$ cat src/rtl/ssy_pkg.sv
// Shared definitions for the requester and the granter side.
//   ssy_state_e : requester FSM state encoding
//   Def*        : default values for the requester parameters
package ssy_pkg;

  typedef enum logic [1:0] {
    StIdle,
    StWaitIdle,
    StWaitGnt,
    StBackoff
  } ssy_state_e;

  localparam int unsigned DefIdW      = 4;
  localparam int unsigned DefDepth    = 4;
  localparam int unsigned DefTimeout  = 8;
  localparam int unsigned DefMaxRetry = 3;
  localparam int unsigned DefBackoff  = 2;

endpackage

$ cat src/rtl/ssy_req_fifo.sv
// Job identifier queue for the requester.
//   clk, reset_n  : clock, synchronous active-low reset
//   push, push_id : write an identifier (ignored while full)
//   pop           : drop the head entry (ignored while empty)
//   head_id       : identifier at the head of the queue
//   full, empty   : occupancy flags
// DEPTH must be a power of two, at least 2.
module ssy_req_fifo
  import ssy_pkg::*;
#(
  parameter int unsigned ID_W  = DefIdW,
  parameter int unsigned DEPTH = DefDepth
) (
  input  logic            clk,
  input  logic            reset_n,
  input  logic            push,
  input  logic [ID_W-1:0] push_id,
  input  logic            pop,
  output logic [ID_W-1:0] head_id,
  output logic            full,
  output logic            empty
);

  localparam int unsigned AW = $clog2(DEPTH);

  logic [ID_W-1:0] mem [DEPTH];
  // One extra pointer bit separates full from empty when the indices match.
  logic [AW:0]     wr_ptr;
  logic [AW:0]     rd_ptr;
  logic            do_push;
  logic            do_pop;

  assign empty   = (wr_ptr == rd_ptr);
  assign full    = (wr_ptr[AW] != rd_ptr[AW]) && (wr_ptr[AW-1:0] == rd_ptr[AW-1:0]);
  assign head_id = mem[rd_ptr[AW-1:0]];
  assign do_push = push && !full;
  assign do_pop  = pop && !empty;

  always_ff @(posedge clk) begin
    if (!reset_n) begin
      wr_ptr <= '0;
      rd_ptr <= '0;
    end else begin
      if (do_push) wr_ptr <= wr_ptr + 1'b1;
      if (do_pop)  rd_ptr <= rd_ptr + 1'b1;
    end
  end

  // Storage needs no reset; the pointers define which entries are live.
  always_ff @(posedge clk) begin
    if (do_push) mem[wr_ptr[AW-1:0]] <= push_id;
  end

endmodule

$ cat src/rtl/ssy_requester.sv
// Requester: queues jobs and issues one request at a time to a granter, retrying
// with backoff when no grant arrives in time.
//   clk, reset_n            : clock, synchronous active-low reset
//   job_valid/job_id        : job offer from upstream; job_ready = !full
//   idle, granted           : granter status and acknowledge
//   request                 : one-cycle registered request pulse
//   done_valid/id/timeout   : completion pulse; timeout=1 when every attempt failed
//   busy                    : FSM active or jobs queued
//   err_stray               : sticky, grant seen outside the grant-wait state
module ssy_requester
  import ssy_pkg::*;
#(
  parameter int unsigned ID_W      = DefIdW,
  parameter int unsigned DEPTH     = DefDepth,
  parameter int unsigned TIMEOUT   = DefTimeout,
  parameter int unsigned MAX_RETRY = DefMaxRetry,
  parameter int unsigned BACKOFF   = DefBackoff
) (
  input  logic            clk,
  input  logic            reset_n,
  input  logic            job_valid,
  input  logic [ID_W-1:0] job_id,
  output logic            job_ready,
  input  logic            idle,
  input  logic            granted,
  output logic            request,
  output logic            done_valid,
  output logic [ID_W-1:0] done_id,
  output logic            done_timeout,
  output logic            busy,
  output logic            err_stray
);

  localparam int unsigned TW = $clog2(TIMEOUT) + 1;
  localparam int unsigned RW = (MAX_RETRY > 0) ? $clog2(MAX_RETRY + 1) : 1;
  localparam int unsigned BW = $clog2(BACKOFF) + 1;

  ssy_state_e      state;
  logic [ID_W-1:0] cur_id;
  logic [ID_W-1:0] head_id;
  logic [TW-1:0]   timer;
  logic [RW-1:0]   retry;
  logic [BW-1:0]   bo_cnt;
  logic            full;
  logic            empty;
  logic            push;
  logic            pop;

  assign job_ready = !full;
  assign push      = job_valid && job_ready;
  assign pop       = (state == StIdle) && !empty;
  assign busy      = (state != StIdle) || !empty;

  ssy_req_fifo #(
    .ID_W  (ID_W),
    .DEPTH (DEPTH)
  ) u_fifo (
    .clk     (clk),
    .reset_n (reset_n),
    .push    (push),
    .push_id (job_id),
    .pop     (pop),
    .head_id (head_id),
    .full    (full),
    .empty   (empty)
  );

  always_ff @(posedge clk) begin
    if (!reset_n) begin
      state        <= StIdle;
      cur_id       <= '0;
      timer        <= '0;
      retry        <= '0;
      bo_cnt       <= '0;
      request      <= 1'b0;
      done_valid   <= 1'b0;
      done_id      <= '0;
      done_timeout <= 1'b0;
      err_stray    <= 1'b0;
    end else begin
      request    <= 1'b0;
      done_valid <= 1'b0;
      if (granted && (state != StWaitGnt)) err_stray <= 1'b1;
      case (state)
        StIdle: begin
          if (!empty) begin
            cur_id <= head_id;
            retry  <= '0;
            state  <= StWaitIdle;
          end
        end
        StWaitIdle: begin
          if (idle) begin
            request <= 1'b1;
            timer   <= '0;
            state   <= StWaitGnt;
          end
        end
        StWaitGnt: begin
          // A grant on the expiry cycle still counts as success.
          if (granted) begin
            done_valid   <= 1'b1;
            done_id      <= cur_id;
            done_timeout <= 1'b0;
            state        <= StIdle;
          end else if (timer == TW'(TIMEOUT - 1)) begin
            if (retry < RW'(MAX_RETRY)) begin
              retry  <= retry + 1'b1;
              bo_cnt <= '0;
              state  <= StBackoff;
            end else begin
              done_valid   <= 1'b1;
              done_id      <= cur_id;
              done_timeout <= 1'b1;
              state        <= StIdle;
            end
          end else begin
            timer <= timer + 1'b1;
          end
        end
        StBackoff: begin
          if (bo_cnt == BW'(BACKOFF - 1)) begin
            state <= StWaitIdle;
          end else begin
            bo_cnt <= bo_cnt + 1'b1;
          end
        end
        default: state <= StIdle;
      endcase
    end
  end

endmodule
$ cat config.mk
export PLATFORM = sky130hd
export DESIGN_NAME = ssy_requester
export DESIGN_NICKNAME = d
export VERILOG_FILES = /design/src/rtl/ssy_pkg.sv /design/src/rtl/ssy_req_fifo.sv /design/src/rtl/ssy_requester.sv
export SDC_FILE = /design/constraint.sdc
export NUM_CORES = 1
export LEC_CHECK = 0
export CORE_MARGIN = 2
export CORE_UTILIZATION = 59
export CTS_BUF_LIST = sky130_fd_sc_hd__clkbuf_4 sky130_fd_sc_hd__clkbuf_8
export DETAILED_ROUTE_END_ITERATION = 7
export PLACE_DENSITY = 0.81
export SLEW_MARGIN = 20
export SYNTH_ARGS = -nofsm -noshare
export SYNTH_HDL_FRONTEND = slang
export SYNTH_SLANG_ARGS = --single-unit
$ cat constraint.sdc
create_clock -name clk -period 2.1 [get_ports clk]
set_clock_uncertainty 0.1 [all_clocks]
set_input_delay 0.42 -clock clk [delete_from_list [all_inputs] [get_ports clk]]
set_output_delay 0.42 -clock clk [all_outputs]
set_load 0.005 [all_outputs]
# After elaboration in Yosys (flattened, before gate mapping)
# Memories as Yosys holds them, arrays and structs flattened. A register that Yosys moved wholly into a read port is not among the register bits.
# Cells that the tools add are included.
[word_totals]
ram_bits = 16
out_inout_bits = 10
ff_bits = 24
n_memories = 1
in_bits = 9
[classes]
bitwise_logic = 1
n_lt_le_gt_ge = 1
n_mux = 33
add_sub_neg = 5
n_reduce_logical = 24
eq_ne = 19
[memory_table]
columns = ["memory", "depth", "word_bits", "rd", "rd_ports_with_merged_regs", "wr", "line_no", "text"]
rows = [
  ["u_fifo.mem", 4, 4, 1, 1, 1, "ssy_req_fifo.sv:26", "logic [ID_W-1:0] mem [DEPTH];"],
]
[ops]
columns = ["operator", "n"]
rows = [
  ["$mux 2", 14],
  ["$mux 4", 6],
  ["$ne 2x2->1 const B", 10],
  ["$reduce_and 5->1", 2],
  ["$reduce_bool 2->1", 5],
  ["$mux 1", 9],
  ["$pmux 2 s2", 2],
  ["$pmux 2 s4", 1],
  ["$pmux 4 s2", 1],
  ["$reduce_and 4->1", 2],
  ["$add 3x1->3 const B", 2],
  ["$logic_and 1x1->1", 6],
  ["$reduce_and 2->1", 3],
  ["$add 2x1->2 const B", 2],
  ["$add 4x1->4 const B", 1],
  ["$eq 2x1->1 const B", 2],
  ["$eq 2x2->1 const B", 2],
  ["$eq 4x3->1 const B", 1],
  ["$eq 3x3->1", 1],
  ["$logic_not 1->1", 3],
  ["$ne 3x3->1 const B", 1],
  ["$reduce_and 3->1", 1],
  ["$eq 2x2->1", 1],
  ["$logic_not 2->1", 1],
  ["4 further kinds", 4],
]

# Logic depth before layout (Yosys ltp)
[logic_depth]
word_depth = 7
mapped_depth = 7

# By module
# A second synthesis with hierarchy kept.
[hier_totals]
cells_unflattened = 211
area_unflattened_um2 = 2290.9
[modules_own_cells]
columns = ["mod", "instances", "cells_per_inst", "area_each_um2"]
rows = [
  ["ssy_req_fifo", 1, 92, 1166.1],
  ["ssy_requester", 1, 119, 1124.8],
]

# Least setup slack after synthesis
# Ideal clock, no wire load.
[synth_timing]
path_type = "reg-to-reg"
from = "register state[0]"
to = "register timer[3]"
path_slack_ns = 0.335
required_time_ns = 1.908
arrival_ns = 1.572
setup_ns = 0.092
stages_incl_launch_ff = 7
cell_sequence = "dfxtp_1 > inv_1 > ha_1 > clkbuf_1 > inv_1 > or3_1 > o32ai_1"
[synth_via]
elab_chain_len = 3
[synth_lines]
columns = ["element", "line_no", "text"]
rows = [
  ["from (decl)", "ssy_requester.sv:38", "ssy_state_e state;"],
  ["from (signal assigned)", "ssy_requester.sv:70", "state <= StIdle;"],
  ["from (signal assigned)", "ssy_requester.sv:89", "state <= StWaitIdle;"],
  ["from (signal assigned)", "ssy_requester.sv:96", "state <= StWaitGnt;"],
  ["$eq 2x2->1 or $eq 2x1->1 (tied branches)", "ssy_requester.sv:84", "case (state)"],
  ["$ne 2x2->1 (no source line) or $reduce_bool 2->1 (tied branches)", "-", ""],
  ["$reduce_and 4->1 (no source line)", "-", ""],
  ["to (signal assigned)", "ssy_requester.sv:118", "timer <= timer + 1'b1;"],
  ["to (decl)", "ssy_requester.sv:41", "logic [TW-1:0] timer;"],
]
# Parallel ways exist; a longest one is shown, timed or not.
# A chain may end at the register's enable or synchronous reset.

# Worst setup path after layout
[layout_timing]
from = "register u_fifo.rd_ptr[0]"
to = "output port busy"
[layout_via]
elab_chain_len = 3
[layout_lines]
columns = ["element", "line_no", "text"]
rows = [
  ["from (decl)", "ssy_req_fifo.sv:29", "logic [AW:0] rd_ptr;"],
  ["from (signal assigned)", "ssy_req_fifo.sv:45", "if (do_pop) rd_ptr <= rd_ptr + 1'b1;"],
  ["$eq 3x3->1", "ssy_req_fifo.sv:33", "assign empty = (wr_ptr == rd_ptr);"],
  ["$logic_not 1->1", "ssy_requester.sv:52", "assign busy = (state != StIdle) || !empty;"],
  ["$logic_or 1x1->1", "ssy_requester.sv:52", ""],
  ["to (decl)", "ssy_requester.sv:30", "output logic busy,"],
]
# Every way passes these cells.

==> summary.txt <==
Status
  • Outcome: finished clean

Floorplanning
  • Core area: between 0.003 and 0.004 mm^2
  • IO Count: 19
  • Die width: 63.6 um
  • Die extent in y: roughly 64 um
  • DIE AREA: around 0.0040 mm^2
  • Std cell rows: 21
  • Starting Density: between 60 and 70%

STA
  • FMAX: approximately 0.49 GHz
  • Final min period: a little over 2000 ps
  • Final setup viols: 0
  • Final Hold Viols: 0
  • Worst-Margin Slew: 526 ps
  • Crit share post-route: 98.1%
  • RSZ-0062 raised after global routing: true
  • Rel. slew slack: between 60% and 70%
  • Max-slew violation count: 0
  • Final WS setup: 39.8 ps

Clocking
  • CTS tree: done
  • Clock sink count: between 40 and 50
  • H-tree depth: 2
  • TritonCTS Buffers: 5
  • Root Driver: clkbuf_4
  • Clock buffer depth: 2
  • Clock-pin slew on the worst setup and hold paths: about 120 ps
  • Worst-Skew Late Latency: between 300 and 400 ps

Critical path
  • Crit-path max FO: 2
  • Critical path endpoint category: primary output
  • WP data required: ~1600 ps
  • Critical Path AT: between 1500 and 2000 ps
  • CP startpoint kind: flip-flop
  • Crit Path Class: reg -> out

Job
  • # Max-Cap Violations: 0

GRT
  • Largest net degree at the start of global routing: 22
  • Antenna violations before repair: 0
  • Total congestion overflow: 0
  • First-pass GRT wire length: around 6.5 mm
  • Total track usage: 20.9%
  • Vias in the first global route: about 1500

Logic synthesis
  • Ys async rst share: 0%
  • Main flop type after synthesis: dfxtp_1
  • Synth warn: 0
  • Post-synth top area share: approximately a quarter
  • #FFs+latches synth: 44
  • Syn_area_per_cell: 10.9 um^2
  • Mapped cell area: between 0.002 and 0.0025 mm^2
  • EDFF count, synth: 16
  • Net Count, Synth: 214
  • Post-synthesis sequential area ratio: around 50%
  • Yosys top cell by area: dfxtp_1
  • Unique cell type count in the Yosys netlist: 40
  • Top cells by area, synth: dfxtp_1, edfxtp_1, ha_1
  • Gate Count Post-Synth: about 190

Route
  • DR iter-0 viols: 92
  • Post-DR vias/cell: about 5.5
  • Pre-antenna DRT Iters: 4
  • Routed WL per cell: about 14 um
  • DR DRC count: 0
  • Via count: approximately 1500
  • Antenna viol nets, final: 0
  • Final wirelength: 3.80 mm

Hold path
  • Path category of the worst min-delay check: reg -> reg

Final layout
  • Fillers: between 200 and 250
  • Final Util: around 76%
  • Antenna diodes: 0
  • Layout cells sized above 1: 18.7%
  • Final Non-Filler Cells: around 280
  • Final #Nets: roughly 250
  • Layout area overhead: 21.1%

Placed design
  • Gpl congestion: around 0.85
  • Pre-CTS setup slack: -9.13 ps
  • IO Port Bufs: 18
  • DP Cell Count: approximately 270
  • Dpl hpwl: 2.82 mm

Power and ir drop
  • Pwr Total: ~2.4 mW
  • Peak VDD IR: about 0.57 mV
  • PD cells: roughly 950 mW/mm^2
  • Leakage: around 1.0 nW
## area by class of cell
cell class	instances	area (um^2)	share of cell area, %
sequential	44	1050	41.2
inverter	12	45.0	1.77
tap	46	57.6	2.27
timing repair buffer	38	327	12.9
multi-input combinational	128	985	38.8
clock buffer	5	37.5	1.48
clock inverter	3	42.5	1.67
## state kept, by name, summed over array words and instances (netlist names), 2 cells and up
| signal | flops |
|---|---|
| u_fifo.mem | 16 |
| done_id | 4 |
| bo_cnt | 2 |
| state | 2 |
| u_fifo.wr_ptr | 3 |
| retry | 2 |
| u_fifo.rd_ptr | 3 |
| cur_id | 4 |
| timer | 4 |
## cell usage after synthesis, types with 2 or more instances
master	n
o21ai_0	2
o311ai_1	2
mux4_1	4
nor2b_1	2
dfxtp_1	28
edfxtp_1	16
o21ai_1	6
nand3_1	9
inv_1	12
and2_1	3
o211ai_1	2
nand2_1	26
o22ai_1	2
clkbuf_1	5
a21oi_1	8
nand2b_1	5
nand3b_1	3
mux2i_1	11
or3_1	4
xor2_1	2
ha_1	13
xor2_2	2
xnor2_1	2
nor2_1	7
## cell usage in the layout, fill, tap and decap left out, types with 2 or more instances in the layout
master | Yosys | final
nand3_1 | 9 | 9
mux2i_1 | 11 | 11
xnor2_1 | 2 | 2
edfxtp_1 | 16 | 16
nand2b_1 | 5 | 5
nand3b_1 | 3 | 3
nand2_1 | 26 | 26
dfxtp_1 | 28 | 24
buf_4 | 0 | 20
o22ai_1 | 2 | 2
xor2_1 | 2 | 2
o311ai_1 | 2 | 2
xor2_2 | 2 | 2
inv_1 | 12 | 10
o211ai_1 | 2 | 2
a21oi_1 | 8 | 8
o21ai_0 | 2 | 2
inv_2 | 0 | 2
nor2b_1 | 2 | 2
o21ai_1 | 6 | 6
ha_1 | 13 | 12
clkdlybuf4s50_1 | 0 | 16
or3_1 | 4 | 4
mux4_1 | 4 | 4
dfxtp_2 | 0 | 4
nor2_1 | 7 | 7
clkbuf_4 | 0 | 5
and2_1 | 3 | 3
## layer usage
metal,global-route usage (%),share of wire [%],vias to the layer above
li1,-,-,756
met1,21.9,40,716
met2,37.6,55,43
met3,6.61,4.6,4
met4,9.78,1.1,0
met5,0,0,-
## worst paths after layout
kind | start | to | slack, ps | cells past startpoint
setup / recovery | u_fifo.rd_ptr[0] | busy | 40 | 3
hold / removal | done_timeout | done_timeout | 360 | 2
setup reg to reg | state[1] | timer[3] | 120 | 6
hold reg to reg | done_timeout | done_timeout | 360 | 2
## timing repair
item	CTS	global route
resized for setup	12	5
hold buffers	0	0
buffers inserted	1	1
setup endpoints to repair	2	1
pin swaps	0	2
## kinds of logic after synthesis
group / count (synthesis) / share of synthesized area, %
buffers and inverters: 20 / 4.00
adders and majority gates: 13 / 7.76
and+or+nand+nor: 65 / 15.9
xor gates and xnor gates: 6 / 3.22
DFF: 44 / 49.6
AOI/OAI and AO/OA: 29 / 9.19
muxes: 15 / 10.3
## through the flow
stage,setup TNS [ps],hold WS (ps),cell area [um^2]
5_1_grt,-23.7,395,2540
4_1_cts,0,367,2510
6_report,0,363,2540
2_1_floorplan,0,335,2100
3_5_place_dp,-9.13,349,2430
3_3_place_gp,0,340,2430
## worst max-delay path, cell delays in order (launching register included)
cell	delay [ps]
dfxtp_2	350
xor2_2	170
or4b_4	540
buf_6	130
## where the power goes
| group | leakage, nW | switching (mW) | internal, mW | total (mW) |
|---|---|---|---|---|
| Clock | 0.0428 | 0.265 | 0.249 | 0.514 |
| Sequential | 0.376 | 0.0508 | 0.978 | 1.03 |
| Combinational | 0.586 | 0.412 | 0.449 | 0.862 |
| Total | 1.01 | 0.729 | 1.68 | 2.40 |
(Power assumes the default switching activity.)
